### config.mk
export PLATFORM = sky130hd
export DESIGN_NAME = reg_file_sb
export DESIGN_NICKNAME = d
export VERILOG_FILES = /design/src/rtl/reg_file_pkg.sv /design/src/rtl/sb_counter.sv /design/src/rtl/reg_file_sb.sv
export SDC_FILE = /design/constraint.sdc
export NUM_CORES = 2
export LEC_CHECK = 0
export ABC_AREA = 0
export ABC_CLOCK_PERIOD_IN_PS = 3630
export BUFFER_PORTS_ARGS = -buffer_cell sky130_fd_sc_hd__clkbuf_2
export CORE_MARGIN = 10
export CORE_UTILIZATION = 64
export DETAILED_ROUTE_END_ITERATION = 7
export PLACE_DENSITY = 0.81
export SLEW_MARGIN = 25
export SYNTH_ARGS = -nofsm -noshare
export SYNTH_HDL_FRONTEND = slang
export SYNTH_HIERARCHICAL = 1
export SYNTH_SLANG_ARGS = --single-unit
export TNS_END_PERCENT = 50
### constraint.sdc
create_clock -name clk -period 3.63 [get_ports clk]
set_clock_uncertainty 0.1 [all_clocks]
set_input_delay 0.726 -clock clk [delete_from_list [all_inputs] [get_ports clk]]
set_output_delay 0.726 -clock clk [all_outputs]
set_load 0.02 [all_outputs]
### src/rtl/reg_file_pkg.sv
// Shared constants and types for the scoreboarded register file.
package reg_file_pkg;

  localparam int XLEN_DEF  = 32;
  localparam int NREGS_DEF = 32;
  localparam int PW_DEF    = 2;
  localparam int AW_DEF    = $clog2(NREGS_DEF);
  localparam int ZERO_REG  = 0;

  typedef logic [AW_DEF-1:0]   reg_idx_t;
  typedef logic [XLEN_DEF-1:0] xlen_t;

endpackage

### src/rtl/sb_counter.sv
// Saturating pending-write counter for one register.
// clr wins; inc and dec together leave the count unchanged.
module sb_counter #(
  parameter int PW = 2
) (
  input  logic          clk,
  input  logic          rst_n,
  input  logic          inc,
  input  logic          dec,
  input  logic          clr,
  output logic          nz,
  output logic [PW-1:0] count
);

  localparam logic [PW-1:0] CMAX = '1;

  always_ff @(posedge clk or negedge rst_n) begin
    if (!rst_n) begin
      count <= '0;
    end else if (clr) begin
      count <= '0;
    end else if (inc && !dec && count != CMAX) begin
      count <= count + PW'(1);
    end else if (dec && !inc && count != '0) begin
      count <= count - PW'(1);
    end
  end

  assign nz = (count != '0);

endmodule

### src/rtl/reg_file_sb.sv
// Single-write, dual-read register file with per-register pending-write scoreboard.
// Define REG_FILE_BYPASS_EN to forward the same-cycle writeback onto RD/BUSY.
//
// Reservation handshake: a reservation transfers on a rising edge where
// RSV_VALID=1 and RSV_READY=1; RSV_READY depends only on RSV_A and the
// current counters, and while it is low the issue stage holds its request.
module reg_file_sb
  import reg_file_pkg::*;
#(
  parameter int XLEN  = XLEN_DEF,
  parameter int NREGS = NREGS_DEF,
  parameter int AW    = $clog2(NREGS),
  parameter int PW    = PW_DEF
) (
  input  logic            clk,
  input  logic            rst_n,
  input  logic [AW-1:0]   A1,
  input  logic [AW-1:0]   A2,
  output logic [XLEN-1:0] RD1,
  output logic [XLEN-1:0] RD2,
  output logic            BUSY1,
  output logic            BUSY2,
  input  logic            WE3,
  input  logic [AW-1:0]   A3,
  input  logic [XLEN-1:0] WD3,
  input  logic            RSV_VALID,
  input  logic [AW-1:0]   RSV_A,
  output logic            RSV_READY,
  input  logic            FLUSH
);

  localparam logic [PW-1:0] CMAX = '1;

  logic [XLEN-1:0] regs [NREGS];
  logic [PW-1:0]   cnt  [NREGS];
  logic            nz   [NREGS];
  logic            wr_en;
  logic            rsv_fire;

  assign wr_en     = WE3 && (A3 != AW'(ZERO_REG));
  assign RSV_READY = (RSV_A == AW'(ZERO_REG)) || (cnt[RSV_A] != CMAX);
  assign rsv_fire  = RSV_VALID && RSV_READY && (RSV_A != AW'(ZERO_REG));

  // Data array; a write to x0 is dropped, so regs[0] stays at its reset value.
  always_ff @(posedge clk or negedge rst_n) begin
    if (!rst_n) begin
      for (int i = 0; i < NREGS; i++) begin
        regs[i] <= '0;
      end
    end else if (wr_en) begin
      regs[A3] <= WD3;
    end
  end

  // x0 never has a pending write, so it gets no counter.
  assign cnt[0] = '0;
  assign nz[0]  = 1'b0;

  for (genvar i = 1; i < NREGS; i++) begin : g_cnt
    sb_counter #(.PW(PW)) u_cnt (
      .clk   (clk),
      .rst_n (rst_n),
      .inc   (rsv_fire && (RSV_A == AW'(i))),
      .dec   (wr_en && (A3 == AW'(i))),
      .clr   (FLUSH),
      .nz    (nz[i]),
      .count (cnt[i])
    );
  end

  logic [XLEN-1:0] rd1_reg;
  logic [XLEN-1:0] rd2_reg;

  assign rd1_reg = (A1 == AW'(ZERO_REG)) ? '0 : regs[A1];
  assign rd2_reg = (A2 == AW'(ZERO_REG)) ? '0 : regs[A2];

`ifdef REG_FILE_BYPASS_EN
  logic hit1;
  logic hit2;

  // A forwarded write also retires one pending entry, so BUSY reflects cnt-1.
  assign hit1  = wr_en && (A3 == A1);
  assign hit2  = wr_en && (A3 == A2);
  assign RD1   = hit1 ? WD3 : rd1_reg;
  assign RD2   = hit2 ? WD3 : rd2_reg;
  assign BUSY1 = hit1 ? (cnt[A1] > PW'(1)) : nz[A1];
  assign BUSY2 = hit2 ? (cnt[A2] > PW'(1)) : nz[A2];
`else
  assign RD1   = rd1_reg;
  assign RD2   = rd2_reg;
  assign BUSY1 = nz[A1];
  assign BUSY2 = nz[A2];
`endif

endmodule

==> flow_summary.yaml <==
placed_design:
  gp_congestion: 0.922
  hpwl_mm: 126
  place_inst: 5966
  port_buffers: 123
synthesis:
  synth_edf_count: 0
  syn_inst: 4756
  syn_area_um2: 58800
  synth-seq-cells: 1082
  yosys_warnings: 6
  seq_area_frac_synth_pct: 46.1
  synthFlopType: "dfrtp_1"
  synth.distinct_cells: 48
  syn_area_per_cell_um2: 12.4
  synthesis.nets: 4813
  async_flop_share_pct: 100
drt:
  wl_per_cell_um: 33.4
  drtAntennaViolNets: 0
  via_per_inst: 7.51
  drt_iter0_drc: 7991
  drtPass1Iterations: 6
  vias: 47200
  drc: 0
  drt_wl_total_mm: 210
floorplanning:
  initial_utilization_pct: 64.3
  die_h_um: 323
  ios: 124
  die_area_um2: 104000
  chipWidth_um: 323
  coreArea_um2: 91400
  row_count: 111
cells_and_area:
  final_nets: 5047
  drive_gt1_share_pct: 42.0
  finalNonFillerCells: 6281
  syn_to_final_growth_pct: 15.5
  final_core_util_pct: 74.3
run_status:
  failed_checks: "negative setup slack"
  status: "finished, violations left"
global_routing:
  overflow: 0
  grt_max_degree: 79
  antenna_found_initial: 22
  grtUsageMet2_pct: 55.8
  grt_use_met1_pct: 49.7
  grt_pass1_wl_mm: 307
  busiest_layer: "met2"
  grt_usage_pct: 39.6
  grt_util_met3_pct: 16.9
  grt_pass1_vias: 47600
power_and_ir_drop:
  peakVddDrop_v: 0.000522
  clkPwrFrac_pct: 33.5
  switching_share_pct: 29.1
  power_switching_uw: 10400
  p_per_area_nw_per_um2: 526
  p_seq_share_pct: 44.9
  intPower_uw: 25300
  combPwrFrac_pct: 21.7
  p_leak_uw: 0.0308
critical_path:
  slowest_delay_ps: 460
  rr_worst_depth: 10
  worstPathArrival_ps: 2860
  critPathTopFamily: "multiplexers"
  cp_cell_sequence: "mux4_2 -> mux2_2 -> o21ai_1 -> o21ai_0 -> a221o_1 -> clkbuf_2"
  crit_slowest_cell: "mux4_2"
  timing.rr.end: "g_cnt[18].u_cnt/count[0]$_DFFE_PN0P_"
  r2r_slack_ps: 900
  critPathBufInv: 1
  startpoint: "regs[944]$_DFFE_PN0P_"
  startpoint_type: "flop"
  required_ps: 2800
  endpoint_kind: "primary output"
  worst-path-stages: 6
  r2r_start: "g_cnt[18].u_cnt/count[1]$_DFFE_PN0P_"
  criticalPathCategory: "flop to primary output"
  cp_max_fo: 3
  cp-endpoint: "RD2[16]"
cts:
  cts.path.max_buffers: 3
  cts_made_buffers: 112
  path_clk_slew_ps: 60
  cts_sinks: 1082
  cts_tree: "built"
  htree_levels: 3
  cts-root-buf: "clkbuf_16"
  clk_latency_ps: 720
timing:
  slew_headroom_pct: 28.2
  finalSetupViolCount: 7
  setup_ws_ps: -52.5
  hold_viol: 0
  fin_crit_sh_pct: 101
  fmax_mhz: 272
  min_period_ps: 3680
  rsz0062_at_grt: "true"
  worst-slew-pin-transition_ps: 1080
  slew_viol_final: 0
worst_hold_path:
  hold_class: "flop to flop"
flow_run:
  drv_cap: 0
-- flip-flops by register name, summed over array words and instances, names as in the netlist --
| register | cells |
|---|---|
| g_cnt.u_cnt/count | 62 |
| regs | 1020 |
-- cells by family (layout without fill, tap and decap cells) --
group,count (synthesis),after routing,share of synthesized area (%)
other,0,11,0
flip-flops,1082,1082,46.1
buffers and inverters,469,797,3.48
AND/OR/NAND/NOR,1509,1509,10.6
AO/OA/AOI/OAI,385,385,4.63
multiplexers,1311,1311,35.2
-- area by class of cell --
class,instances,area (µm²)
diodes,11,27.5
clock buffers,164,3300
clock inverters,44,460
fillers,5258,23500
inverters,23,86.3
multi-input cells,3205,30000
flip-flops and latches,1082,27100
well taps,1186,1480
repair buffers,566,5400
-- worst min path at each step --
| stage | from | endpoint | slack (ps) | cells past startpoint |
|---|---|---|---|---|
| 6_report | regs[1001]$_DFFE_PN0P_ | regs[1001]$_DFFE_PN0P_ | 270 | 0 |
| 3_5_place_dp | regs[1001]$_DFFE_PN0P_ | regs[1001]$_DFFE_PN0P_ | 260 | 0 |
| 4_1_cts | regs[1001]$_DFFE_PN0P_ | regs[1001]$_DFFE_PN0P_ | 280 | 0 |
| 5_1_grt | regs[1003]$_DFFE_PN0P_ | regs[1003]$_DFFE_PN0P_ | 280 | 0 |
| 2_1_floorplan | regs[1000]$_DFFE_PN0P_ | regs[1000]$_DFFE_PN0P_ | 320 | 1 |
| 3_3_place_gp | regs[1005]$_DFFE_PN0P_ | regs[1005]$_DFFE_PN0P_ | 260 | 0 |
-- cell usage in the layout, fill, tap and decap left out, types with 9 or more instances in the layout --
cell type     n
nor2_4       16
buf_16        9
diode_2      11
buf_12       81
or2_4        21
nor4_1       12
mux4_2      534
a211oi_1     30
o2bb2ai_1    12
clkbuf_8     24
mux2_2      698
nor2_1      100
buf_4       342
clkbuf_16   120
a211o_1      10
a21oi_1      84
o22ai_1      18
dfrtp_2       9
or2_2        45
clkbuf_1     25
nand2_2      15
mux2i_1      75
nor2b_1      38
a22oi_1      25
dfrtp_1    1073
nand3b_1     40
o21ai_0      49
nor3_1       11
a221o_1      34
inv_1        11
inv_2        11
o21ai_1      10
nand2_1    1166
clkbuf_2    107
a311oi_1     35
clkinv_2     23
a2bb2oi_1    31
-- metal layers --
metal | vias up | share of wire (%) | wire length [µm]
met5 | - | 0.11 | 236
met4 | 32 | 8.0 | 16800
met3 | 1264 | 17 | 35200
met2 | 4637 | 42 | 88800
met1 | 23500 | 33 | 68600
li1 | 17800 | - | -
-- power groups by stage --
stage | Clock, µW | Sequential [µW] | Combinational, µW
after floorplan | 0 | 15400 | 5290
after global placement | 0 | 15800 | 6990
after detailed placement | 0 | 16000 | 7300
after CTS | 11900 | 15900 | 7470
after global routing | 12400 | 16200 | 8150
final | 11900 | 16000 | 7740
-- Yosys cell counts (4+ instances only) --
library cell,instances,area (µm²)
a311oi_1,36,315
o211ai_1,4,30.0
o2bb2ai_1,12,105
o21ai_0,57,285
nor4_1,13,81.3
nor2b_1,45,282
nand3_1,7,35.0
a211oi_1,36,270
a2bb2oi_1,31,272
buf_6,7,78.8
and2_1,4,25.0
a211o_1,10,87.6
dfrtp_1,1082,27100
buf_1,66,248
nand2_1,1181,4430
o22a_1,5,43.8
buf_2,87,435
mux4_2,534,12000
a22oi_1,25,188
nor2_1,118,443
a221o_1,35,350
clkbuf_1,254,953
mux2i_1,76,761
o221ai_1,4,35.0
nand3b_1,40,300
nor3b_1,5,37.5
buf_4,32,240
a31oi_1,8,50.1
nand2b_1,8,50.1
o2111ai_1,4,35.0
nor3_1,12,60.1
a21oi_1,85,425
or2_2,66,413
o32ai_1,5,43.8
inv_1,22,82.6
mux2_2,701,7890
o22ai_1,20,125
-- worst register-to-register path, stage by stage (launching register included) --
cell and delay [ps]:
dfrtp_1 390, buf_4 160, nand2_1 80, mux4_2 250, nand2b_1 100, o211ai_1 190, buf_4 220, nor3_1 500
or2_2 230, a21oi_1 90, a311oi_1 300
-- per-stage QoR --
step	setup slack [ps]	hold slack [ps]	cell area (µm²)	setup TNS, ps	power, µW
6_report	-52.5	273	67900	-230	35700
2_1_floorplan	154	325	58800	0	20700
3_3_place_gp	-167	261	62800	-1360	22800
5_1_grt	-72.0	283	67800	-346	36700
4_1_cts	-59.9	276	67300	-144	35200
3_5_place_dp	-176	263	62800	-2480	23300
-- what timing repair did --
item,4_1_cts,5_1_grt
hold buffers,1,0
endpoints found under the hold margin,20,0
setup endpoints to repair,43,45
cloned,3,5
buffers inserted,63,25
gates resized for setup,54,57
pin swaps,12,7
Note: power is estimated with default switching activity, not from simulation.
